### config.mk
export PLATFORM = sky130hd
export DESIGN_NAME = robertson_scheduler_flat
export DESIGN_NICKNAME = d
export VERILOG_FILES = /design/src/rtl/robertson_scheduler_if.sv /design/src/rtl/robertson_scheduler.sv /design/src/flat_wrapper.sv
export SDC_FILE = /design/constraint.sdc
export NUM_CORES = 1
export LEC_CHECK = 0
export CAP_MARGIN = 20
export CORE_MARGIN = 1
export CORE_UTILIZATION = 40
export CTS_CLUSTER_DIAMETER = 200
export DETAILED_ROUTE_END_ITERATION = 6
export PLACE_DENSITY = 0.87
export SLEW_MARGIN = 20
export SYNTH_ARGS = -nofsm -noshare
export SYNTH_HDL_FRONTEND = slang
export SYNTH_SLANG_ARGS = --single-unit
### constraint.sdc
create_clock -name clk -period 1.9 [get_ports clk]
set_clock_uncertainty 0.05 [all_clocks]
set_input_delay 0.285 -clock clk [delete_from_list [all_inputs] [get_ports clk]]
set_output_delay 0.285 -clock clk [all_outputs]
set_load 0.02 [all_outputs]
### src/rtl/robertson_scheduler_if.sv
// Bundle of the request, response and multiplier-side signals of
// robertson_scheduler.
//   req_valid/req_m/req_q/req_ready : two-requester multiply request handshake
//   rsp_valid/rsp_ready/rsp_id/rsp_product/rsp_err : response handshake
//   mul_enable/mul_inbus/mul_done/mul_outbus : Robertson multiplier bus
//   busy : scheduler is not idle
// slave  = the scheduler side, master = the environment around it.
interface robertson_scheduler_if;
    logic [1:0]  req_valid;
    logic [15:0] req_m;
    logic [15:0] req_q;
    logic [1:0]  req_ready;
    logic        rsp_valid;
    logic        rsp_ready;
    logic        rsp_id;
    logic [15:0] rsp_product;
    logic        rsp_err;
    logic        mul_enable;
    logic [7:0]  mul_inbus;
    logic        mul_done;
    logic [7:0]  mul_outbus;
    logic        busy;

    modport slave (
        input  req_valid, req_m, req_q, rsp_ready, mul_done, mul_outbus,
        output req_ready, rsp_valid, rsp_id, rsp_product, rsp_err,
               mul_enable, mul_inbus, busy
    );

    modport master (
        output req_valid, req_m, req_q, rsp_ready, mul_done, mul_outbus,
        input  req_ready, rsp_valid, rsp_id, rsp_product, rsp_err,
               mul_enable, mul_inbus, busy
    );
endinterface

### src/rtl/robertson_scheduler.sv
// Sequencer and two-port round-robin arbiter for the 8-bit Robertson signed
// multiplier. Grants one requester, streams M then Q over mul_inbus, waits for
// mul_done (guarded by a watchdog), reads the product as A byte then Q byte
// from mul_outbus and returns it with the requester id.
// Ports:
//   clk   : rising-edge clock
//   rst_n : asynchronous active-low reset
//   bus   : robertson_scheduler_if.slave (request, response, multiplier bus)
// Parameter TIMEOUT: cycles allowed in WAIT before an error response (4..255).
module robertson_scheduler #(
    parameter int TIMEOUT = 64
) (
    input  logic                   clk,
    input  logic                   rst_n,
    robertson_scheduler_if.slave   bus
);

    typedef enum logic [2:0] {
        IDLE, LOAD_M, LOAD_Q, WAIT, READ_HI, READ_LO, RESP
    } state_t;

    localparam logic [7:0] TO_LAST = 8'(TIMEOUT - 1);

    state_t      state_q, state_d;
    logic        last_grant_q, last_grant_d;
    logic [7:0]  op_m_q, op_m_d;
    logic [7:0]  op_q_q, op_q_d;
    logic [7:0]  wd_cnt_q, wd_cnt_d;
    logic        rsp_valid_q, rsp_valid_d;
    logic        rsp_id_q, rsp_id_d;
    logic [15:0] rsp_product_q, rsp_product_d;
    logic        rsp_err_q, rsp_err_d;
    logic        mul_enable_q, mul_enable_d;
    logic [7:0]  mul_inbus_q, mul_inbus_d;
    logic        busy_q, busy_d;

    logic gnt_any;
    logic gnt_id;
    logic wd_expire;

    // Grant only from IDLE; with both requesting, alternate away from the last
    // winner, otherwise take whichever one is requesting.
    assign gnt_any   = (state_q == IDLE) && !rsp_valid_q && (|bus.req_valid);
    assign gnt_id    = (&bus.req_valid) ? ~last_grant_q : bus.req_valid[1];
    assign wd_expire = (state_q == WAIT) && !bus.mul_done && (wd_cnt_q == TO_LAST);

    assign bus.req_ready   = gnt_any ? (gnt_id ? 2'b10 : 2'b01) : 2'b00;
    assign bus.rsp_valid   = rsp_valid_q;
    assign bus.rsp_id      = rsp_id_q;
    assign bus.rsp_product = rsp_product_q;
    assign bus.rsp_err     = rsp_err_q;
    assign bus.mul_enable  = mul_enable_q;
    assign bus.mul_inbus   = mul_inbus_q;
    assign bus.busy        = busy_q;

    // State register
    always_ff @(posedge clk or negedge rst_n) begin
        if (!rst_n) state_q <= IDLE;
        else        state_q <= state_d;
    end

    // Next-state logic
    always_comb begin
        state_d = state_q;
        unique case (state_q)
            IDLE:    if (gnt_any) state_d = LOAD_M;
            LOAD_M:  state_d = LOAD_Q;
            LOAD_Q:  state_d = WAIT;
            WAIT: begin
                // done on the expiry cycle still wins over the watchdog
                if (bus.mul_done)   state_d = READ_HI;
                else if (wd_expire) state_d = RESP;
            end
            READ_HI: state_d = READ_LO;
            READ_LO: state_d = RESP;
            RESP:    if (bus.rsp_ready) state_d = IDLE;
            default: state_d = IDLE;
        endcase
    end

    // Output / datapath logic. Registered outputs are computed from state_d
    // so they line up with the state being entered.
    always_comb begin
        last_grant_d  = last_grant_q;
        op_m_d        = op_m_q;
        op_q_d        = op_q_q;
        wd_cnt_d      = wd_cnt_q;
        rsp_id_d      = rsp_id_q;
        rsp_product_d = rsp_product_q;
        rsp_err_d     = rsp_err_q;

        if (gnt_any) begin
            last_grant_d  = gnt_id;
            rsp_id_d      = gnt_id;
            op_m_d        = gnt_id ? bus.req_m[15:8] : bus.req_m[7:0];
            op_q_d        = gnt_id ? bus.req_q[15:8] : bus.req_q[7:0];
            rsp_err_d     = 1'b0;
            rsp_product_d = 16'h0000;
        end

        unique case (state_q)
            LOAD_Q:  wd_cnt_d = 8'd0;
            WAIT: begin
                if (wd_expire) begin
                    rsp_err_d     = 1'b1;
                    rsp_product_d = 16'h0000;
                end else if (!bus.mul_done) begin
                    wd_cnt_d = wd_cnt_q + 8'd1;
                end
            end
            READ_HI: rsp_product_d[15:8] = bus.mul_outbus;
            READ_LO: rsp_product_d[7:0]  = bus.mul_outbus;
            default: ;
        endcase

        // mul_enable low in IDLE and RESP gives the multiplier a fresh start
        mul_enable_d = (state_d != IDLE) && (state_d != RESP);
        rsp_valid_d  = (state_d == RESP);
        busy_d       = (state_d != IDLE);
        unique case (state_d)
            LOAD_M:  mul_inbus_d = op_m_d;
            LOAD_Q:  mul_inbus_d = op_q_d;
            default: mul_inbus_d = 8'h00;
        endcase
    end

    always_ff @(posedge clk or negedge rst_n) begin
        if (!rst_n) begin
            last_grant_q  <= 1'b1;
            op_m_q        <= 8'h00;
            op_q_q        <= 8'h00;
            wd_cnt_q      <= 8'd0;
            rsp_valid_q   <= 1'b0;
            rsp_id_q      <= 1'b0;
            rsp_product_q <= 16'h0000;
            rsp_err_q     <= 1'b0;
            mul_enable_q  <= 1'b0;
            mul_inbus_q   <= 8'h00;
            busy_q        <= 1'b0;
        end else begin
            last_grant_q  <= last_grant_d;
            op_m_q        <= op_m_d;
            op_q_q        <= op_q_d;
            wd_cnt_q      <= wd_cnt_d;
            rsp_valid_q   <= rsp_valid_d;
            rsp_id_q      <= rsp_id_d;
            rsp_product_q <= rsp_product_d;
            rsp_err_q     <= rsp_err_d;
            mul_enable_q  <= mul_enable_d;
            mul_inbus_q   <= mul_inbus_d;
            busy_q        <= busy_d;
        end
    end

endmodule

### src/flat_wrapper.sv
// flat-port wrapper written by rule: the top's interface ports become plain ports
module robertson_scheduler_flat 
#(
    parameter int TIMEOUT = 64
)
  (clk, rst_n, bus_req_valid, bus_req_m, bus_req_q, bus_rsp_ready, bus_mul_done, bus_mul_outbus, bus_req_ready, bus_rsp_valid, bus_rsp_id, bus_rsp_product, bus_rsp_err, bus_mul_enable, bus_mul_inbus, bus_busy);
  robertson_scheduler_if bus_i ();
  input  logic clk;
  input  logic rst_n;
  input wire logic [$bits(bus_i.req_valid)-1:0] bus_req_valid;
  input wire logic [$bits(bus_i.req_m)-1:0] bus_req_m;
  input wire logic [$bits(bus_i.req_q)-1:0] bus_req_q;
  input wire logic [$bits(bus_i.rsp_ready)-1:0] bus_rsp_ready;
  input wire logic [$bits(bus_i.mul_done)-1:0] bus_mul_done;
  input wire logic [$bits(bus_i.mul_outbus)-1:0] bus_mul_outbus;
  output wire logic [$bits(bus_i.req_ready)-1:0] bus_req_ready;
  output wire logic [$bits(bus_i.rsp_valid)-1:0] bus_rsp_valid;
  output wire logic [$bits(bus_i.rsp_id)-1:0] bus_rsp_id;
  output wire logic [$bits(bus_i.rsp_product)-1:0] bus_rsp_product;
  output wire logic [$bits(bus_i.rsp_err)-1:0] bus_rsp_err;
  output wire logic [$bits(bus_i.mul_enable)-1:0] bus_mul_enable;
  output wire logic [$bits(bus_i.mul_inbus)-1:0] bus_mul_inbus;
  output wire logic [$bits(bus_i.busy)-1:0] bus_busy;
  assign bus_i.req_valid = bus_req_valid;
  assign bus_i.req_m = bus_req_m;
  assign bus_i.req_q = bus_req_q;
  assign bus_i.rsp_ready = bus_rsp_ready;
  assign bus_i.mul_done = bus_mul_done;
  assign bus_i.mul_outbus = bus_mul_outbus;
  assign bus_req_ready = bus_i.req_ready;
  assign bus_rsp_valid = bus_i.rsp_valid;
  assign bus_rsp_id = bus_i.rsp_id;
  assign bus_rsp_product = bus_i.rsp_product;
  assign bus_rsp_err = bus_i.rsp_err;
  assign bus_mul_enable = bus_i.mul_enable;
  assign bus_mul_inbus = bus_i.mul_inbus;
  assign bus_busy = bus_i.busy;
  robertson_scheduler #(.TIMEOUT(TIMEOUT)) u_core (.clk(clk), .rst_n(rst_n), .bus(bus_i));
endmodule
Word-level counts from Yosys, hierarchy flattened
Index checks and enable logic that the tools add are counted.

Flip-flop bits (word level): 57. Output and inout port bits: 31. Input port bits: 46.

Bitwise operators: 1. Eq/ne operators: 13. Add/sub/neg operators: 1. Mux-type cells: 23. Reductions and logical operators: 13.

Operators with widths (number): 8-bit case mux with 2 select lines (4); 8-bit two-way mux (6); 16-bit two-way mux (2); 3-bit case mux with 7 select lines (1); 3-bit == test, second input constant (4); 3-bit two-way mux (4); 3-bit by 2-bit == test with 1-bit output, second input constant (3); 8-bit by 1-bit adder with 8-bit output, second input constant (1); 8-bit by 6-bit == test with 1-bit output, second input constant (1); 3-bit by 1-bit == test with 1-bit output, second input constant (2); 1-bit logical AND (5); 1-bit two-way mux (4); 2-bit two-way mux (2); 2-bit != test, second input constant (2); 3-bit logical NOT (1); 3-bit != test, second input constant (1); 3-bit AND reduction (1); 3-bit nonzero test (1); 1-bit logical NOT (2); 2-bit AND reduction (1); 2-bit nonzero test (1); 2-bit OR reduction (1); 1-bit NOT (1).

Longest topological paths before layout
Depth in word-level cells: 8. Gate-level depth with buffers: 7. Depth with buffers taken out: 5.

Least setup slack after synthesis
OpenSTA, ideal clock, no wires.

Path kind: register to output. From: register u_core.state_q[0]. To: output bus_req_ready[0]. Path buffers: 3. Required time: 1.565 ns. Cell stages (with the launch flop): 7. Data arrival time: 1.829 ns. Path slack: -0.264 ns. Cell sequence: dfrtp_1 > buf_6 > or2_1 > or4_4 > buf_6 > clkbuf_1 > nor2_1.

Word-level cells in the longest chain between the ends: 4.

Ends and longest elaborated chain: start: declaration (RTL line robertson_scheduler.sv:24) `state_t state_q, state_d;`; start signal: assignment (RTL line robertson_scheduler.sv:59) `else state_q <= state_d;`; 3-bit logical NOT (RTL line robertson_scheduler.sv:43) `assign gnt_any = (state_q == IDLE) && !rsp_valid_q && (|bus.req_valid);`; 1-bit logical AND (2 in series) (RTL line robertson_scheduler.sv:43); 2-bit two-way mux (RTL line robertson_scheduler.sv:47) `assign bus.req_ready = gnt_any ? (gnt_id ? 2'b10 : 2'b01) : 2'b00;`; end: declaration (RTL line flat_wrapper.sv:16) `output wire logic [$bits(bus_i.req_ready)-1:0] bus_req_ready;`.

Every way passes these cells.

Worst setup path in the final report
Ends and elaborated chain as after synthesis.

==> out/results.md <==
* run status: complete, but fails checks
* violated checks: negative setup slack
* setup violation total in the final timing report: 2
* synthesized area per cell: 10.7 µm²
* total number of yosys warnings: 0
* cell with the biggest individual delay on the critical path: sky130_fd_sc_hd__or4_4
* number of levels the H-tree was split into: 2
* crit-path cells: or2_1, or4_4, buf_6, nor2_4, buf_6
* Vias: 2,036
* Int Power: 3010 µW
* leakage power figure: 0.00162 µW
* net switching power figure: 1840 µW
* share of total power in sequential cells: 34.3%
* required time worst endpoint: 1.56 ns
* most repeated cell in the gate-level netlist after synthesis: sky130_fd_sc_hd__dfrtp_1
* Crit path max-delay family: simple AND/OR/NAND/NOR gates
* number of pins with negative max-slew slack in the final report: 0
* Max Freq: 487 MHz
* power share of the clock group: 12.8%
* biggest area contributors in the synthesized netlist: sky130_fd_sc_hd__dfrtp_1, sky130_fd_sc_hd__mux2i_1, sky130_fd_sc_hd__a22o_1, sky130_fd_sc_hd__nand2_1, sky130_fd_sc_hd__o21ai_0
* number of global-route vias before repair: 2,066
* total stage count of the critical path: 5
* total of flip-flops plus latches after synthesis: 49
* number of nets in the final layout: 360
* CTS tree: built
* starting DRC count in detailed routing: 114
* # port buffers: 76
* RSZ-0062 raised after global routing: yes
* routing usage on met1: 25.3%
* EDFF count, synth: 0
* global routing usage on met3: 5.24%
* Synth Instances: 211
* Avg Vias per Cell: 5.27
* count of cell types in the netlist: 37
* post-detailed-route wirelength per cell: 15.6 µm
* worst-margin pin slew: 0.566 ns
* relative max-transition margin: 62.1%
* all-layer global routing usage: 20.6%
* CP Buf/Inv Count: 2
* kind of start point of the critical path: register
* fraction of synthesized cell area taken by the top area cell type: 53.2%
* met2 Usage GRT: 35.5%
* Die Outline Area: 0.00595 mm²
* Initial Utilization: 41.3%
* Max stage delay on crit path: 0.44 ns
* part of the power in combinational logic: 52.9%
* signal arrival time at the worst endpoint: 1.72 ns
* total nets after synthesis: 258
* Final Cycle Share: 108%
* std cell rows: 27
* remaining antenna violation count: 0
* final global-route overflow total: 0
* CTS Buf Count: 5
* most crowded layer after global routing: met2
* HPWL after detailed placement: 4280 µm
* die outline width: 77.2 µm
* power per standard cell area: 1400 mW/mm²
* summed instance area of the synthesized netlist: 0.00226 mm²
* cell count of the worst hold path: 2
* classification of the worst setup path: register to output port
* number of max-capacitance violations reported: 0
* Final Util: 63.6%
* worst min path class: register to register
* Clock Tree Root: sky130_fd_sc_hd__clkbuf_8
* post-route worst setup slack: -0.152 ns
* ports placed on the boundary: 77
* drc violations: 0
* share of synthesized registers carrying an async set or reset: 100%
* placement-stage worst setup slack: -0.588 ns
* Area Growth Syn to Fin: 53.9%
* most used flip-flop cell after synthesis: sky130_fd_sc_hd__dfrtp_1
* highest net fanout along the worst path: 3
* clock sink total: 49
* Register-to-Register Path Depth: 6
* Bufs on Longest Clock Path: 2
* IR drop worst, VDD: 0.940 mV
* Antenna diodes: 0
* global-route wire length before repair: 9600 µm
* clock latency reported for the late side of the worst-skew pair: 0.30 ns
* commonest cells in the netlist: sky130_fd_sc_hd__dfrtp_1, sky130_fd_sc_hd__nand2_1, sky130_fd_sc_hd__a22o_1, sky130_fd_sc_hd__mux2i_1, sky130_fd_sc_hd__o21ai_0
* minimum clock period after layout: 2.05 ns
* number of antenna violations at the first check in global routing: 0
* Final Hold Violating Endpoints: 0
* cell type with the highest aggregate area in the netlist: sky130_fd_sc_hd__dfrtp_1
* WL final: 6040 µm
* maximum number of pins on one net before global-route repair: 31
* Most common cell on crit path: sky130_fd_sc_hd__buf_6
* die span in y: 77.2 µm
* proportion of layout cells with a drive suffix above 1: 19.4%
* area of the core region: 0.00547 mm²
* gpl congestion: 0.734
* post-synthesis sequential area ratio: 54.3%
* crit path capture type: output port
* switching fraction of total power: 37.9%
* register clock-pin slew on the reported worst setup and hold paths: 0.09 ns
* first drt pass iteration count: 4
==> power groups by stage <==
stage	clock network [µW]	logic (µW)	registers, µW
2_1_floorplan	0	1020	1980
3_3_place_gp	0	2290	1660
3_5_place_dp	0	2370	1670
4_1_cts	636	2510	1660
5_1_grt	675	2770	1710
6_report	620	2570	1660
==> worst paths after layout <==
kind | to | startpoint | slack [ns]
worst max-delay path | bus_req_ready[0] | u_core.state_q[0] | -0.15
worst min-delay path | u_core.last_grant_q | u_core.last_grant_q | 0.43
worst max register to register | u_core.bus.rsp_product[9] | u_core.state_q[0] | 0.02
worst min register to register | u_core.last_grant_q | u_core.last_grant_q | 0.43
max in group asynchronous | u_core.last_grant_q | rst_n | 0.71
min in group asynchronous | u_core.bus.mul_inbus[5] | rst_n | 0.46
==> per-layer routing <==
metal / routed length [µm] / share of wire [%] / up-vias
met2: 3060 / 51 / 76
met5: 0 / 0 / -
li1: - / - / 969
met3: 418 / 6.9 / 9
met1: 2490 / 41 / 982
met4: 74 / 1.2 / 0
==> placed cells by master (no fill, tap or decap), types with 4 or more instances in the layout <==
cell                              count
sky130_fd_sc_hd__nor2_1              13
sky130_fd_sc_hd__dfrtp_1             48
sky130_fd_sc_hd__mux2i_1             16
sky130_fd_sc_hd__buf_6                6
sky130_fd_sc_hd__o21ai_0             15
sky130_fd_sc_hd__or4_4                4
sky130_fd_sc_hd__nand2_1             25
sky130_fd_sc_hd__clkbuf_8             5
sky130_fd_sc_hd__clkdlybuf4s50_1     73
sky130_fd_sc_hd__buf_4               28
sky130_fd_sc_hd__inv_1                4
sky130_fd_sc_hd__o31ai_1              4
sky130_fd_sc_hd__nand3_1              4
sky130_fd_sc_hd__a22o_1              17
sky130_fd_sc_hd__a21o_1               8
==> stage by stage <==
| step | cells | cell area (µm²) | setup TNS [ns] | hold slack (ns) | total power (µW) |
|---|---|---|---|---|---|
| final | 386 | 3480 | -0.283 | 0.426 | 4860 |
| after global routing | 386 | 3480 | -1.13 | 0.463 | 5160 |
| after CTS | 384 | 3430 | -0.291 | 0.432 | 4810 |
| after detailed placement | 371 | 3250 | -12.50 | 0.262 | 4040 |
| after global placement | 371 | 3250 | -10.54 | 0.254 | 3950 |
| after floorplan | 211 | 2280 | -0.0520 | -0.0606 | 3000 |
==> timing repair <==
| action | CTS | global route |
|---|---|---|
| pin swaps | 3 | 5 |
| endpoints found under the hold margin | 24 | 0 |
| setup endpoints to repair | 27 | 26 |
| hold buffers | 1 | 0 |
| buffers inserted | 4 | 2 |
| gates resized for setup | 20 | 10 |
==> cell families after synthesis <==
| logic type | synth area share [%] |
|---|---|
| fa+ha+maj | 0.554 |
| mux | 7.09 |
| compound gates | 19.2 |
| simple gates | 14.4 |
| flops | 54.3 |
| buf+inv | 4.43 |
==> state kept, by name, indices dropped and copies added (netlist names) <==
register                cells
u_core.bus.rsp_err          1
u_core.op_q_q               8
u_core.bus.busy             1
u_core.last_grant_q         1
u_core.wd_cnt_q             8
u_core.bus.mul_inbus        8
u_core.bus.rsp_valid        1
u_core.bus.mul_enable       1
u_core.bus.rsp_product     16
u_core.state_q              3
u_core.bus.rsp_id           1
==> cell type report <==
cell class	count	area [µm²]
fillers	452	1990
flip-flops and latches	49	1230
repair buffers	110	1040
multi-input cells	142	1010
well taps	72	90.1
clock buffers	5	68.8
clock inverters	3	21.3
inverters	5	21.3
==> tightest hold or removal path, delay by kind of cell, from the launching register on <==
kind,cells,cell delay (ns)
flops,1,0.38
simple gates,2,0.10
No activity file was read; power rests on OpenSTA's default activity.
